## src/rtl/seq_add_pkg.sv

```systemverilog
`default_nettype none
// +----------------------------------------------------------------------+
// | Module      : seq_add_pkg                                            |
// | Description : State encoding and saturation constants for seq_add.   |
// | Revision    : 1.0 - initial release                                  |
// +----------------------------------------------------------------------+
package seq_add_pkg;

    typedef enum logic [1:0] {
        ST_IDLE = 2'd0,
        ST_RUN  = 2'd1,
        ST_DONE = 2'd2
    } state_t;

    // Largest positive two's-complement value for a w-bit word (w <= 64).
    function automatic logic [63:0] max_of(input int w);
        return (64'd1 << (w - 1)) - 64'd1;
    endfunction

    // Most negative two's-complement value for a w-bit word (w <= 64).
    function automatic logic [63:0] min_of(input int w);
        return 64'd1 << (w - 1);
    endfunction

endpackage
`default_nettype wire

```

## src/rtl/seq_add_slice.sv

```systemverilog
`default_nettype none
// +----------------------------------------------------------------------+
// | Module      : full_adder / add_slice                                 |
// | Description : One-bit full adder and a DIGIT-bit ripple chain of it. |
// | Revision    : 1.0 - initial release                                  |
// +----------------------------------------------------------------------+
module full_adder (
    input  logic a,
    input  logic b,
    input  logic cin,
    output logic sum,
    output logic cout
);
    assign sum  = a ^ b ^ cin;
    assign cout = (a & b) | (cin & (a ^ b));
endmodule

module add_slice #(
    parameter int DIGIT = 4
) (
    input  logic [DIGIT-1:0] a,
    input  logic [DIGIT-1:0] b,
    input  logic             cin,
    output logic [DIGIT-1:0] sum,
    output logic             cout
);
    logic [DIGIT:0] w_c;

    assign w_c[0] = cin;
    assign cout   = w_c[DIGIT];

    for (genvar i = 0; i < DIGIT; i++) begin : g_bit
        full_adder u_fa (
            .a    (a[i]),
            .b    (b[i]),
            .cin  (w_c[i]),
            .sum  (sum[i]),
            .cout (w_c[i+1])
        );
    end
endmodule
`default_nettype wire

```

## src/rtl/seq_add.sv

```systemverilog
`default_nettype none
// +----------------------------------------------------------------------+
// | Module      : seq_add                                                |
// | Description : Multi-cycle add/sub, DIGIT bits per clock, LSB first.  |
// |               Define SEQ_ADD_SAT_EN to enable saturation on overflow.|
// | Revision    : 1.0 - initial release                                  |
// +----------------------------------------------------------------------+
module seq_add
    import seq_add_pkg::*;
#(
    parameter int WIDTH = 16,
    parameter int DIGIT = 4
) (
    input  logic             clk,
    input  logic             rst_n,
    input  logic             in_valid,
    output logic             in_ready,
    input  logic [WIDTH-1:0] a,
    input  logic [WIDTH-1:0] b,
    input  logic             sub,
    input  logic             cin,
    input  logic             sat,
    output logic             out_valid,
    input  logic             out_ready,
    output logic [WIDTH-1:0] sum,
    output logic             cout,
    output logic             ovf,
    output logic             zero,
    output logic             neg
);
    localparam int             c_n   = WIDTH / DIGIT;
    localparam int             c_cw  = (c_n > 1) ? $clog2(c_n) : 1;
    localparam logic [WIDTH-1:0] c_max = WIDTH'(max_of(WIDTH));
    localparam logic [WIDTH-1:0] c_min = WIDTH'(min_of(WIDTH));

`ifdef SEQ_ADD_SAT_EN
    localparam logic c_sat_allow = 1'b1;
`else
    localparam logic c_sat_allow = 1'b0;
`endif

    state_t            r_state, w_next;
    logic [WIDTH-1:0]  r_a, r_b;
    logic              r_carry;
    logic [c_cw-1:0]   r_cnt;
    logic              r_amsb, r_bmsb, r_sat;
    logic [WIDTH-1:0]  r_sum;
    logic              r_cout, r_ovf, r_zero, r_neg;

    logic [DIGIT-1:0]  w_ssum;
    logic              w_scout;
    logic              w_last;
    logic [WIDTH-1:0]  w_final, w_outsum;
    logic              w_ovf, w_clamp;

    add_slice #(.DIGIT(DIGIT)) u_slice (
        .a    (r_a[DIGIT-1:0]),
        .b    (r_b[DIGIT-1:0]),
        .cin  (r_carry),
        .sum  (w_ssum),
        .cout (w_scout)
    );

    assign w_last = (r_cnt == c_cw'(c_n - 1));

    // Slices 0..N-2 are parked here; the last slice joins them straight from the adder.
    if (c_n == 1) begin : g_single
        assign w_final = w_ssum;
    end else begin : g_multi
        logic [WIDTH-DIGIT-1:0] r_res;

        always_ff @(posedge clk) begin
            if (!rst_n) begin
                r_res <= '0;
            end else if (r_state == ST_RUN) begin
                for (int k = 0; k < c_n - 1; k++) begin
                    if (r_cnt == c_cw'(k)) r_res[k*DIGIT +: DIGIT] <= w_ssum;
                end
            end
        end

        assign w_final = {w_ssum, r_res};
    end

    assign w_ovf    = (r_amsb == r_bmsb) & (w_final[WIDTH-1] != r_amsb);
    assign w_clamp  = w_ovf & r_sat & c_sat_allow;
    assign w_outsum = w_clamp ? (r_amsb ? c_min : c_max) : w_final;

    always_ff @(posedge clk) begin
        if (!rst_n) begin
            r_state <= ST_IDLE;
            r_a     <= '0;
            r_b     <= '0;
            r_carry <= 1'b0;
            r_cnt   <= '0;
            r_amsb  <= 1'b0;
            r_bmsb  <= 1'b0;
            r_sat   <= 1'b0;
            r_sum   <= '0;
            r_cout  <= 1'b0;
            r_ovf   <= 1'b0;
            r_zero  <= 1'b0;
            r_neg   <= 1'b0;
        end else begin
            r_state <= w_next;
            case (r_state)
                ST_IDLE: begin
                    if (in_valid) begin
                        r_a     <= a;
                        r_b     <= sub ? ~b : b;
                        r_carry <= cin ^ sub;
                        r_cnt   <= '0;
                        r_amsb  <= a[WIDTH-1];
                        r_bmsb  <= b[WIDTH-1] ^ sub;
                        r_sat   <= sat;
                    end
                end
                ST_RUN: begin
                    r_a     <= r_a >> DIGIT;
                    r_b     <= r_b >> DIGIT;
                    r_carry <= w_scout;
                    r_cnt   <= r_cnt + 1'b1;
                    if (w_last) begin
                        r_sum  <= w_outsum;
                        r_cout <= w_scout;
                        r_ovf  <= w_ovf;
                        r_zero <= (w_outsum == '0);
                        r_neg  <= w_outsum[WIDTH-1];
                    end
                end
                default: ;
            endcase
        end
    end

    always_comb begin
        w_next    = r_state;
        in_ready  = 1'b0;
        out_valid = 1'b0;
        case (r_state)
            ST_IDLE: begin
                in_ready = 1'b1;
                if (in_valid) w_next = ST_RUN;
            end
            ST_RUN: begin
                if (w_last) w_next = ST_DONE;
            end
            ST_DONE: begin
                out_valid = 1'b1;
                if (out_ready) w_next = ST_IDLE;
            end
            default: w_next = ST_IDLE;
        endcase
    end

    assign sum  = r_sum;
    assign cout = r_cout;
    assign ovf  = r_ovf;
    assign zero = r_zero;
    assign neg  = r_neg;
endmodule
`default_nettype wire

```

## config.mk

```make
export PLATFORM = sky130hd
export DESIGN_NAME = seq_add
export DESIGN_NICKNAME = d
export VERILOG_FILES = /design/src/rtl/seq_add_pkg.sv /design/src/rtl/seq_add_slice.sv /design/src/rtl/seq_add.sv
export SDC_FILE = /design/constraint.sdc
export NUM_CORES = 1
export LEC_CHECK = 0
export ABC_CLOCK_PERIOD_IN_PS = 4390
export CORE_ASPECT_RATIO = 0.7
export CORE_MARGIN = 2
export CORE_UTILIZATION = 50
export CTS_BUF_LIST = sky130_fd_sc_hd__clkbuf_8
export CTS_CLUSTER_DIAMETER = 60
export DETAILED_ROUTE_END_ITERATION = 10
export GPL_ROUTABILITY_DRIVEN = 0
export PLACE_DENSITY = 0.85
export SETUP_SLACK_MARGIN = 0.1
export SYNTH_ARGS = -nofsm -noshare
export SYNTH_HDL_FRONTEND = slang
export SYNTH_SLANG_ARGS = --single-unit
```

## constraint.sdc

```tcl
create_clock -name clk -period 4.39 [get_ports clk]
set_input_delay 0.878 -clock clk [delete_from_list [all_inputs] [get_ports clk]]
set_output_delay 0.878 -clock clk [all_outputs]
set_load 0.05 [all_outputs]
```

==> metrics.md <==
| Metric | Value |
|---|---|
| Met3 Usage GRT | 0.06818 |
| Initial Utilization | 0.5155 |
| Pins Over Slew Limit | 0 |
| Met2 usage | 0.3161 |
| Avg Cell Area, Syn | 9.261 sq um |
| Synth top area cells | dfxtp_1 (44%), nand2_1 (8.6%), xor2_1 (4.4%), a21boi_1 (3.7%), o2bb2ai_1 (3.6%) |
| Mapped Cells | ~350 |
| Fillers | 535 |
| Setup tns final | 0 ns |
| Reg2reg start | r_a[0]$_SDFFE_PN0P_ |
| Synth warn | 0 |
| Initial DRT Pass Iterations | 4 |
| Most Used Layer, Global Route | met2 |
| Clock Tree Root | clkbuf_8 |
| Final wirelength | 6.715 mm |
| Status | complete, no violations |
| Final worst path period need | about 3 ns |
| FF-to-FF End | ovf$_SDFFE_PN0P_ |
| Cell taking the most area after synthesis | dfxtp_1 |
| Layout cells sized above 1 | 0.05344 |
| Die H | 70.98 microns |
| Syn nets | 393 |
| DP HPWL | 4.606 mm |
| Buf/Inv on CP | 1 |
| Sink Count | 70 |
| Initial DRC count | 116 |
| # Post-CTS Setup Buffers | 0 |
| Post-route DRC violation count | 0 |
| Detail Route Antenna Nets | 0 |
| Critical path, cell by cell | nor2_1, clkdlybuf4s50_1 |
| Worst EP required | approximately 3.5 ns |
| Relative slew slack | 0.3864 |
| Clk slew on worst S/H paths | approximately 0.070 ns |
| Core area | 6216 sq um |
| Critical Path Start Type | register |
| Port buffer count | around 60 |
| Total power | approximately 1.6 mW |
| Number of hold violations in the final report | 0 |
| CP peak stage delay | 0.92 ns |
| Grt ovf | 0 |
| CTS tree | built |
| Fmax | 327.5 MHz |
| Num CTS Buffers | 9 |
| Core Rows | 24 |
| Async set-or-reset flop fraction in the synthesized netlist | 0 |
| Number of flops mapped to enable cells by yosys | 0 |
| Hold path cells | 2 |
| Ys flop type | dfxtp_1 |
| Htree depth | 3 |
| Yosys reg bits | 70 |
| Register area share after synthesis | 0.4373 |
| Final hold slack | ~0.45 ns |
| Crit-path max FO | 27 |
| Maximum VDD drop | 0.2025 mV |
| Most frequent cell after synthesis | nand2_1 |
| Final setup fails | 0 |
| CTS Buffer Depth | 2 |
| Pwr dens | 395.0 nW/um^2 |
| CP Capture Type | primary output |
| Total number of vias | 2,582 |
| Static Leak | 1.543 nW |
| CTS-repair resized insts | 0 |
| ANT cells | 0 |
| Worst R2R Setup Slack | approximately 1.7 ns |
| Synth-to-Final Area Change | 24.40% |
| Clk_lat worst skew | ~0.35 ns |
| Hold Crit Class | register to register |
| Library cells used by synthesis | 41 |
| Via density per instance | 5.482 |
| Yosys top cell area share | 0.4373 |
| Ports | 61 |
| RSZ-0062 raised after global routing | false |
| Pre-CTS setup slack | 1.564 ns |
| Total global-route track usage | 0.2001 |
| Slowest stage cell, crit path | dfxtp_1 |
| First-pass GRT wire length | ~11 mm |
| Hold Path Origin | sum[7]$_SDFFE_PN0P_ |
| Vias in the first global route | 2,446 |
| Layout Nets | 435 |
| Hold path endpoint | sum[7]$_SDFFE_PN0P_ |
| Worst EP arrival | 2.18 ns |
| Synth cell count leaders | nand2_1 (73), dfxtp_1 (70), a21boi_1 (16), xor2_1 (16), o21ai_0 (14) |
| Multi-input gate area | 1585 sq um |
| Final WS setup | 1.337 ns |
| Largest delay share family, worst path | flip-flops |
| Final period util | 0.6955 |
| Type of the worst setup path | register to primary output |
| Die Area | 7075 sq um |
| Clock Skew | 0.005929 ns |
| Max Cap Viol | 0 |
| # hold bufs at CTS | 0 |
| Routing usage on met1 | 0.2629 |
| Antenna violations before repair | 0 |
| Die Span X | 99.68 microns |
| Worst reg2reg path depth | 10 |
| Slew @ Worst Pin | around 0.92 ns |
| Post-Synthesis Cell Area | 3204 sq um |
| Wire per inst | 14.26 microns |
| Register area | about 1400 sq um |
| Largest net degree at the start of global routing | 34 |
-- state kept, by name, summed over array words and instances (netlist names) --
name,flops
r_b,16
ovf,1
r_state,2
r_amsb,1
r_bmsb,1
g_multi.r_res,12
sum,16
r_carry,1
cout,1
zero,1
r_cnt,2
r_a,16
-- worst register-to-register path: cells and delay by family, from the launching register on --
family                     cells  cell delay (ns)
and+or+nand+nor                2             0.44
buffers and inverters          3             0.24
AOI/OAI and AO/OA              1             0.15
DFF                            1             0.33
adders and majority gates      4             1.54
-- layout by cell type, fill, tap and decap left out, drive strengths merged, types with 2 or more instances in the layout --
cell,count
and2,2
bufinv,4
dfxtp,70
nor2,2
clkbuf,10
nand2b,2
a22oi,12
o21ai,14
nor2b,12
ha,4
nand3b,2
nand3,10
a31oi,12
mux2i,7
clkdlybuf4s50,59
nor4,2
o211a,10
xor2,16
a21boi,24
inv,9
and3b,4
fa,4
nand2,73
o2bb2ai,13
-- how the worst max path moves through the flow --
stage                     cells past startpoint                     from                   end
after global placement                        4                    rst_n   r_a[1]$_SDFFE_PN0P_
after CTS                                     2  r_state[0]$_SDFFE_PN0P_             out_valid
after detailed placement                      3                    rst_n  r_carry$_SDFFE_PN0P_
final                                         2  r_state[0]$_SDFFE_PN0P_              in_ready
after floorplan                              10     r_carry$_SDFFE_PN0P_      ovf$_SDFFE_PN0P_
after global routing                          2  r_state[0]$_SDFFE_PN0P_             out_valid
-- metrics by stage --
step	utilization	std cells	area, sq um
finish	0.6413	471	3986
global route	0.6413	471	3986
CTS	0.6413	471	3986
detailed placement	0.5978	455	3716
global placement	0.5978	455	3716
floorplan	-	346	3204
-- cell families after synthesis --
kind of cell | synth area share
multiplexers | 0.02187
XOR/XNOR | 0.04647
AO/OA/AOI/OAI | 0.2085
adder cells (fa/ha/maj) | 0.04061
AND/OR/NAND/NOR | 0.1773
flip-flops | 0.4373
buffers and inverters | 0.06794
-- power breakdown --
group | internal (mW) | switching, mW
logic | 0.0904 | 0.0974
registers | 0.668 | 0.0271
clock network | 0.449 | 0.242
-- area by class of cell --
class / instances / share of cell area
tap: 78 / 0.02448
clock buffer: 10 / 0.03453
multi-input combinational: 238 / 0.3977
clock inverter: 6 / 0.03327
timing repair buffer: 60 / 0.1500
sequential: 70 / 0.3515
inverter: 9 / 0.008475
-- routing by layer --
metal | vias up | wire length [microns]
li1 | 1273 | -
met5 | - | 0
met3 | 8 | 395
met1 | 1220 | 3176
met2 | 81 | 3073
met4 | 0 | 70
No activity file was read; power rests on OpenSTA's default activity.
